==> src/rtl/ctrl_seq.sv <==
// Multi-cycle fetch/execute/store controller for the nibble-opcode CPU.
// Latches instructions into IR and sequences ALU strobes, stores and halt.
`timescale 1ns/1ps
module ctrl_seq #(
   parameter int                 INSTR_W  = 8,
   parameter int                 OPC_W    = 4,
   parameter int                 SHAMT_W  = 3,
   parameter logic [OPC_W-1:0]   OPC_STB  = 4'b1110,
   parameter logic [OPC_W-1:0]   OPC_HALT = 4'b1111,
   parameter int                 STB_LAT  = 0
) (
   input  logic                       clk,
   input  logic                       rst,
   input  logic [INSTR_W-1:0]         instr,
   input  logic                       instr_valid,
   input  logic                       mem_ack,
   output logic [OPC_W-2:0]           alu_op,
   output logic [SHAMT_W-1:0]         alu_shamt,
   output logic                       alu_en,
   output logic                       fetch,
   output logic [INSTR_W-OPC_W-1:0]   nibble_out,
   output logic [INSTR_W-OPC_W-1:0]   reg_sel,
   output logic [(INSTR_W-OPC_W)/2-1:0] reg16_src,
   output logic [(INSTR_W-OPC_W)/2-1:0] reg16_dst,
   output logic                       we,
   output logic                       halted
);

   localparam int OPR_W = INSTR_W - OPC_W;
   localparam int HALF_W = OPR_W / 2;
   localparam int CNT_W = (STB_LAT > 0) ? $clog2(STB_LAT + 1) : 1;
   localparam logic [CNT_W-1:0] CNT_INIT =
      (STB_LAT > 0) ? CNT_W'(STB_LAT - 1) : '0;

   localparam logic [1:0] S_FETCH = 2'd0;
   localparam logic [1:0] S_EXEC  = 2'd1;
   localparam logic [1:0] S_STORE = 2'd2;
   localparam logic [1:0] S_HALT  = 2'd3;

   logic [1:0]         state;
   logic [1:0]         state_n;
   logic [INSTR_W-1:0] ir;
   logic [CNT_W-1:0]   cnt;
   logic [OPC_W-1:0]   opc;
   logic [OPR_W-1:0]   opr;
   logic               store_done;

   assign opc = ir[INSTR_W-1 -: OPC_W];
   assign opr = ir[OPR_W-1:0];

   // Fixed-latency stores ignore the handshake entirely
   assign store_done = (STB_LAT == 0) ? mem_ack : (cnt == '0);

   always_comb begin
      state_n = state;
      case (state)
         S_FETCH: if (instr_valid) state_n = S_EXEC;
         S_EXEC: begin
            if (!opc[OPC_W-1])       state_n = S_FETCH;
            else if (opc == OPC_STB)  state_n = S_STORE;
            else if (opc == OPC_HALT) state_n = S_HALT;
            else                      state_n = S_FETCH;
         end
         S_STORE: if (store_done) state_n = S_FETCH;
         S_HALT:  state_n = S_HALT;
         default: state_n = S_FETCH;
      endcase
   end

   always_ff @(posedge clk or posedge rst) begin
      if (rst) begin
         state <= S_FETCH;
         ir    <= '0;
         cnt   <= '0;
      end else begin
         state <= state_n;
         if (state == S_FETCH && instr_valid)
            ir <= instr;
         if (state == S_EXEC)
            cnt <= CNT_INIT;
         else if (state == S_STORE && cnt != '0)
            cnt <= cnt - CNT_W'(1);
      end
   end

   assign fetch  = (state == S_FETCH);
   assign alu_en = (state == S_EXEC) && !opc[OPC_W-1];
   assign we     = (state == S_STORE);
   assign halted = (state == S_HALT);

   assign alu_op     = opc[OPC_W-2:0];
   assign alu_shamt  = opr[SHAMT_W-1:0];
   assign nibble_out = opr;
   assign reg_sel    = opr;
   assign reg16_src  = opr[OPR_W-1 -: HALF_W];
   assign reg16_dst  = opr[HALF_W-1:0];

endmodule

==> config.mk <==
export PLATFORM = sky130hd
export DESIGN_NAME = ctrl_seq
export DESIGN_NICKNAME = d
export VERILOG_FILES = /design/src/rtl/ctrl_seq.sv
export SDC_FILE = /design/constraint.sdc
export NUM_CORES = 1
export LEC_CHECK = 0
export ABC_AREA = 1
export CORE_UTILIZATION = 36
export DETAILED_ROUTE_END_ITERATION = 16
export PLACE_DENSITY = 0.84
export REMOVE_ABC_BUFFERS = 1
export SYNTH_ARGS = -nofsm -noshare
export SYNTH_HDL_FRONTEND = slang
export SYNTH_SLANG_ARGS = --single-unit
==> constraint.sdc <==
create_clock -name clk -period 1.1 [get_ports clk]
set_input_delay 0.22 -clock clk [delete_from_list [all_inputs] [get_ports clk]]
set_output_delay 0.22 -clock clk [all_outputs]
set_load 0.05 [all_outputs]
======== Word-level counts from Yosys, hierarchy flattened ========
Index checks and enable logic that the tools add are counted.
storage, ports and cells
  register bits after elaboration ......... 10
  output and inout port bits .............. 22
  input bits .............................. 12
  logic and storage cells ................. 20
cells by class
  equality and inequality tests ........... 7
  multiplexer cells ....................... 6
  reduce and logical (&&, ||, !) cells .... 5
operators by type and width
  operator            number
  $mux 2              5
  $eq 4x4->1 const B  2
  $pmux 2 s4          1
  $eq 2x2->1 const B  2
  $ne 2x2->1 const B  2
  $eq 2x1->1 const B  1
  $logic_and 1x1->1   2
  $logic_not 2->1     1
  $reduce_and 2->1    1
  $logic_not 1->1     1

======== Depth between registers and ports, before layout ========
Gate-level depths: netlist of the first run.
  depth in word-level cells ............... 5
  depth in mapped cells ................... 4
  mapped depth without buffers ............ 4

======== Worst setup path after synthesis of the first run ========
Ideal clock, no wire load.
  kind .................................... register -> output
  start point ............................. register state[1]
  end point ............................... output alu_en
  data required time ...................... 0.880 ns
  path slack .............................. -0.321 ns
  data arrival time ....................... 1.201 ns
  cell stages (with the launch flop) ...... 4
  cell sequence ........................... dfrtp_1 inv_1 nand2_1 nor2_1
between the ends
  cells in the longest elaborated chain, start to end .. 2
RTL lines
  item                      RTL line  RTL
  start: declaration        40        logic [1:0] state;
  start signal: assignment  76        state <= state_n;
  $eq 2x1->1                87        assign alu_en = (state == S_EXEC) && !opc[OPC_W-1];
  $logic_and 1x1->1         87
  end: declaration          19        output logic alu_en,
Every way passes these cells.

======== Worst setup path in the final report of the first run ========
  start point ............................. register state[1]
  end point ............................... output fetch
between the ends
  cells in the longest elaborated chain, start to end .. 1
RTL lines
  item              RTL line  RTL
  $logic_not 2->1   86        assign fetch = (state == S_FETCH);
  end: declaration  20        output logic fetch,
Every way passes these cells.

==> results of run 1 <==
synthesized netlist by cell type (all sizes together):
cell type  instances
nand3              9
a21oi              1
inv                4
dfrtp             10
nor2               6
nand4              1
nand2             22
buf               19
path summary, 6_finish.rpt:
check,endpoint,slack [ps],depth (start not counted)
max in group asynchronous,ir[2],540,2
setup reg to reg,ir[6],-110,6
min in group clk,ir[1],530,3
hold reg to reg,state[1],580,2
setup / recovery,fetch,-210,3
hold / removal,ir[7],240,2
timing repair:
| action | 4_1_cts | 5_1_grt |
|---|---|---|
| hold buffers | 0 | 0 |
| endpoints found under the hold margin | 0 | 0 |
| pin swaps | 2 | 2 |
| buffers inserted | 3 | 4 |
| resized for setup | 11 | 4 |
| setup endpoints to repair | 27 | 31 |
stage by stage:
stage          setup WS [ps]  std cells  area [um^2]   util
3_3_place_gp           -65.1        110         1070  0.712
5_1_grt                 -258        120         1180  0.782
2_1_floorplan           -666         53          442      -
3_5_place_dp            -115        110         1070  0.712
4_1_cts                 -237        116         1140  0.755
6_report                -215        120         1180  0.782
layout make-up:
cell class,count,area share
Sequential cell,10,0.220
Multi-Input combinational cell,39,0.168
Tap cell,16,0.0170
Clock buffer,3,0.0191
Timing Repair Buffer,48,0.563
Inverter,4,0.0128
routing by layer:
layer,GRT usage,share of wire,up-vias
li1,-,-,271
met1,0.211,0.37,272
met5,0,0,-
met4,0.106,0.0047,0
met3,0.0345,0.044,2
met2,0.378,0.58,27
state kept, by name, summed over array words and instances (netlist names):
name,cells
ir,8
state,2
cell families (layout without fill, tap and decap cells):
group | count (synthesis) | in the layout | share of synthesized area
and+or+nand+nor | 38 | 38 | 0.295
buffers and inverters | 23 | 55 | 0.267
DFF | 10 | 10 | 0.430
AOI/OAI and AO/OA | 1 | 1 | 0.00859
==> flow_summary.json, run 1 <==
{
  "worstReg2RegStart": "state[1]",
  "status": "complete, but fails checks",
  "num_vias": 572,
  "fillerInstances": 85,
  "ant_nets": 0,
  "violations": "negative setup slack",
  "timing.setup.critical_path_class": "reg2out",
  "worst-endpoint-required_ps": 880,
  "antenna-diode-count": 0,
  "synth_cell_types": 11,
  "worst-endpoint-arrival_ps": 1090,
  "crit_path_start_kind": "flip-flop",
  "area_growth_from_synthesis_to_final_layout_pct": 102,
  "grt_antenna_before_repair": 0,
  "cp_slowest_cell": "sky130_fd_sc_hd__dfrtp_1",
  "floorplan.die.height_um": 42.2,
  "critical_path_buffers_and_inverters": 2,
  "routabilityCongestion": 0.734,
  "track_usage": 0.202,
  "dr.pass1.iters": 2,
  "worst_hold_path_type": "in2async",
  "finalHoldViolations": 0,
  "synth_area_leaders": "sky130_fd_sc_hd__dfrtp_1, sky130_fd_sc_hd__buf_4, sky130_fd_sc_hd__nand2_1",
  "seq_area_frac_synth": 0.430,
  "synth_instances": 72,
  "globalRoute.totalOverflow": 0,
  "critPathMaxFanout": 3,
  "timing.critical_path.cells": "buf_4 -> nor2_4 -> buf_12",
  "cts.clk_slew.worst_paths_ps": 70,
  "final.setup_skew_ps": 5.70,
  "cap_viol_max_count": 0,
  "layout-drive-gt1-share": 0.529,
  "layout_min_cycle_time_ps": 1310,
  "port_buffers": 33,
  "finalCritPeriodShare": 1.20,
  "worst_setup_path_end_kind": "output pin",
  "cts-root-buf": "sky130_fd_sc_hd__clkbuf_4",
  "worst_path_largest_cell_delay_ps": 410,
  "final_number_of_setup_violating_endpoints": 27,
  "synth_top_area_frac": 0.430,
  "final_critical_path_setup_slack_ps": -215,
  "number_of_global_route_vias_before_repair": 591,
  "clkLatencyLatePin_ps": 260,
  "final_max_slew_viol_count": 0,
  "mapped_avg_cell_area_um2": 8.08,
  "io-pin-count": 34,
  "clock_tree.buffer_depth": 2,
  "crit_path_from": "state[1]",
  "vias_per_cell": 4.77,
  "start_util": 0.386,
  "routed_wl_um": 1690,
  "max_slew.worst_pin.slew_ps": 408,
  "fin_nets": 118,
  "hold_slack_ps": 244,
  "largest_net_degree_at_the_start_of_global_routing": 11,
  "layout_common_cells": "sky130_fd_sc_hd__buf_12, sky130_fd_sc_hd__nand2_1, sky130_fd_sc_hd__buf_4, sky130_fd_sc_hd__clkdlybuf4s50_1, sky130_fd_sc_hd__nand3_1",
  "setup_repair_after_global_routing_missed_its_margin": "true",
  "cts_tree": "yes",
  "fp.dieArea_um2": 1780,
  "cts.htree.levels": 1,
  "worst_path_dominant_cell_family": "flip-flops",
  "multi_input_area_um2": 198,
  "dp_hpwl_um": 1200,
  "ys_ff_latch": 10,
  "max_freq_mhz": 761,
  "worst_slew_margin_rel": 0.728,
  "layout.cells.most_common": "sky130_fd_sc_hd__buf_12",
  "drc_errors": 0,
  "cts_sinks": 10,
  "regArea_um2": 259,
  "syn_area_um2": 582,
  "yosysWarningCount": 0,
  "cts_inserted_buffers": 3,
  "dieWidth_um": 42.2,
  "detailedRoute.firstIterationViolations": 9,
  "netlist.top_cell.by_area": "sky130_fd_sc_hd__dfrtp_1",
  "standard_cell_row_count": 14,
  "grt_pass1_wl_um": 2610,
  "detail_routed_net_length_per_standard_cell_um": 14.1,
  "final.setup.tns_ps": -2220,
  "design.core.area_um2": 1510
}
Power of run 1 is not shown: default switching activity piles up to over one toggle a cycle in this logic, so the estimate is an artifact.
==> run 2, diff against run 1 <==
- PLACE_DENSITY: 0.84 -> 0.73
==> run 2 against run 1 <==
Effect of this change:
- the flow still finishes with violations (negative setup slack)
- final area fell by 4.8%
- count of clock-buffer cells in the layout stayed put
- largest cell class unchanged
- first-iteration DRC count up 22%
- wire length fell by 18%
- via count decreased by 6.3%
==> flow_summary.json, run 2 (same netlist as run 1, synthesis figures left out) <==
{
  "crit_path_start_kind": "flip-flop",
  "final_max_slew_viol_count": 0,
  "area_growth_from_synthesis_to_final_layout_pct": 92.7,
  "highest_layer": "met4",
  "worst_path_largest_cell_delay_ps": 470,
  "layout-drive-gt1-share": 0.485,
  "top_register": "ir",
  "worst_hold_path_type": "in2async",
  "wl_met2_um": 817,
  "drc_errors": 0,
  "reg_top3": "ir x8, state x2",
  "critPathMaxFanout": 5,
  "met3_length_um": 62,
  "worst-endpoint-required_ps": 880,
  "dr.pass1.iters": 4,
  "number_of_global_route_vias_before_repair": 554,
  "routed_wl_um": 1380,
  "fp.dieArea_um2": 1780,
  "dp_hpwl_um": 1050,
  "clkLatencyLatePin_ps": 260,
  "timing.reg2reg.setup_slack_ps": -80,
  "dieWidth_um": 42.2,
  "detail_routed_net_length_per_standard_cell_um": 12.2,
  "grt_pass1_wl_um": 2350,
  "final_cell_count_no_fill": 113,
  "multi_input_area_um2": 194,
  "worst_slew_margin_rel": 0.747,
  "worst_setup_path_end_kind": "output pin",
  "cap_viol_max_count": 0,
  "largest_register_ffs": 8,
  "max_slew.worst_pin.slew_ps": 379,
  "track_usage": 0.174,
  "violations": "negative setup slack",
  "hold_bufs_at_cts": 0,
  "num_vias": 536,
  "largest_net_degree_at_the_start_of_global_routing": 11,
  "io-pin-count": 34,
  "final.setup_skew_ps": 2.45,
  "standard_cell_row_count": 14,
  "regArea_um2": 259,
  "timing.critical_path.cells": "nor2_2 -> buf_12",
  "fin_nets": 111,
  "layout.cells.most_common": "sky130_fd_sc_hd__buf_12",
  "cts_tree": "yes",
  "design.core.area_um2": 1510,
  "setup_repair_after_global_routing_missed_its_margin": "true",
  "vias_per_cell": 4.74,
  "status": "complete, but fails checks",
  "cp_slowest_cell": "sky130_fd_sc_hd__dfrtp_2",
  "cts.htree.levels": 1,
  "final_critical_path_setup_slack_ps": -211,
  "floorplan.die.height_um": 42.2,
  "dpl.cell_count": 106,
  "detailedRoute.firstIterationViolations": 11,
  "grt_antenna_before_repair": 0,
  "layout_min_cycle_time_ps": 1310,
  "cts-root-buf": "sky130_fd_sc_hd__clkbuf_4",
  "clock_tree.buffer_depth": 2,
  "finalCritPeriodShare": 1.19,
  "routabilityCongestion": 0.827,
  "worst-endpoint-arrival_ps": 1090,
  "crit-reg2reg-capture": "ir[7]",
  "antenna-diode-count": 0,
  "cts.clk_slew.worst_paths_ps": 60,
  "detail_route.wirelength.met1_um": 483,
  "cts_inserted_buffers": 3,
  "fillerInstances": 111,
  "r2r.worst_path.cells": 6,
  "ant_nets": 0,
  "worstReg2RegStart": "state[1]",
  "max_freq_mhz": 763,
  "timing.setup.critical_path_class": "reg2out",
  "finalHoldViolations": 0,
  "start_util": 0.386,
  "globalRoute.totalOverflow": 0,
  "layout_common_cells": "sky130_fd_sc_hd__buf_12, sky130_fd_sc_hd__nand2_1, sky130_fd_sc_hd__clkdlybuf4s50_1, sky130_fd_sc_hd__nand3_1, sky130_fd_sc_hd__buf_4",
  "cts_sinks": 10,
  "port_buffers": 33,
  "final_number_of_setup_violating_endpoints": 27
}
-- run 2: area by class of cell --
| class | count | area share |
|---|---|---|
| timing repair buffer | 41 | 0.545 |
| sequential | 10 | 0.231 |
| multi-input combinational | 39 | 0.173 |
| clock buffer | 3 | 0.0201 |
| tap | 16 | 0.0179 |
| inverter | 4 | 0.0134 |
-- run 2: through the flow --
stage	util	setup TNS (ps)	worst slack, ps	hold WS, ps	cell area, um^2
after floorplan	-	-11980	-666	60.2	442
after global placement	0.692	-740	-106	515	1040
after detailed placement	0.692	-877	-124	529	1040
after CTS	0.733	-2000	-215	249	1100
after global routing	0.744	-3160	-254	275	1120
final	0.744	-1860	-211	239	1120
-- run 2: how the worst max path moves through the flow --
stage / start / to / cells past startpoint
2_1_floorplan: ir[0] / ir[0] / 2
3_3_place_gp: instr_valid / ir[1] / 4
3_5_place_dp: instr_valid / ir[7] / 4
4_1_cts: state[1] / alu_en / 4
5_1_grt: state[0] / we / 2
6_report: state[0] / we / 2
-- run 2: per-layer routing --
layer / track usage / up-vias
li1: - / 256
met1: 0.187 / 257
met2: 0.326 / 21
met3: 0.0388 / 2
met4: 0.0625 / 0
met5: 0 / -
-- run 2: worst max-delay path: cells and delay by family (launching register included) --
family | cells | cell delay, ps
flip-flops | 1 | 470
AND/OR/NAND/NOR | 1 | 200
buffers and inverters | 1 | 160
-- run 2: timing repair --
item | in CTS | in global routing
endpoints found under the setup margin | 19 | 29
gates resized for setup | 12 | 2
setup buffers | 2 | 2
pin swaps | 2 | 1
Power of run 2 is left out for the same reason.
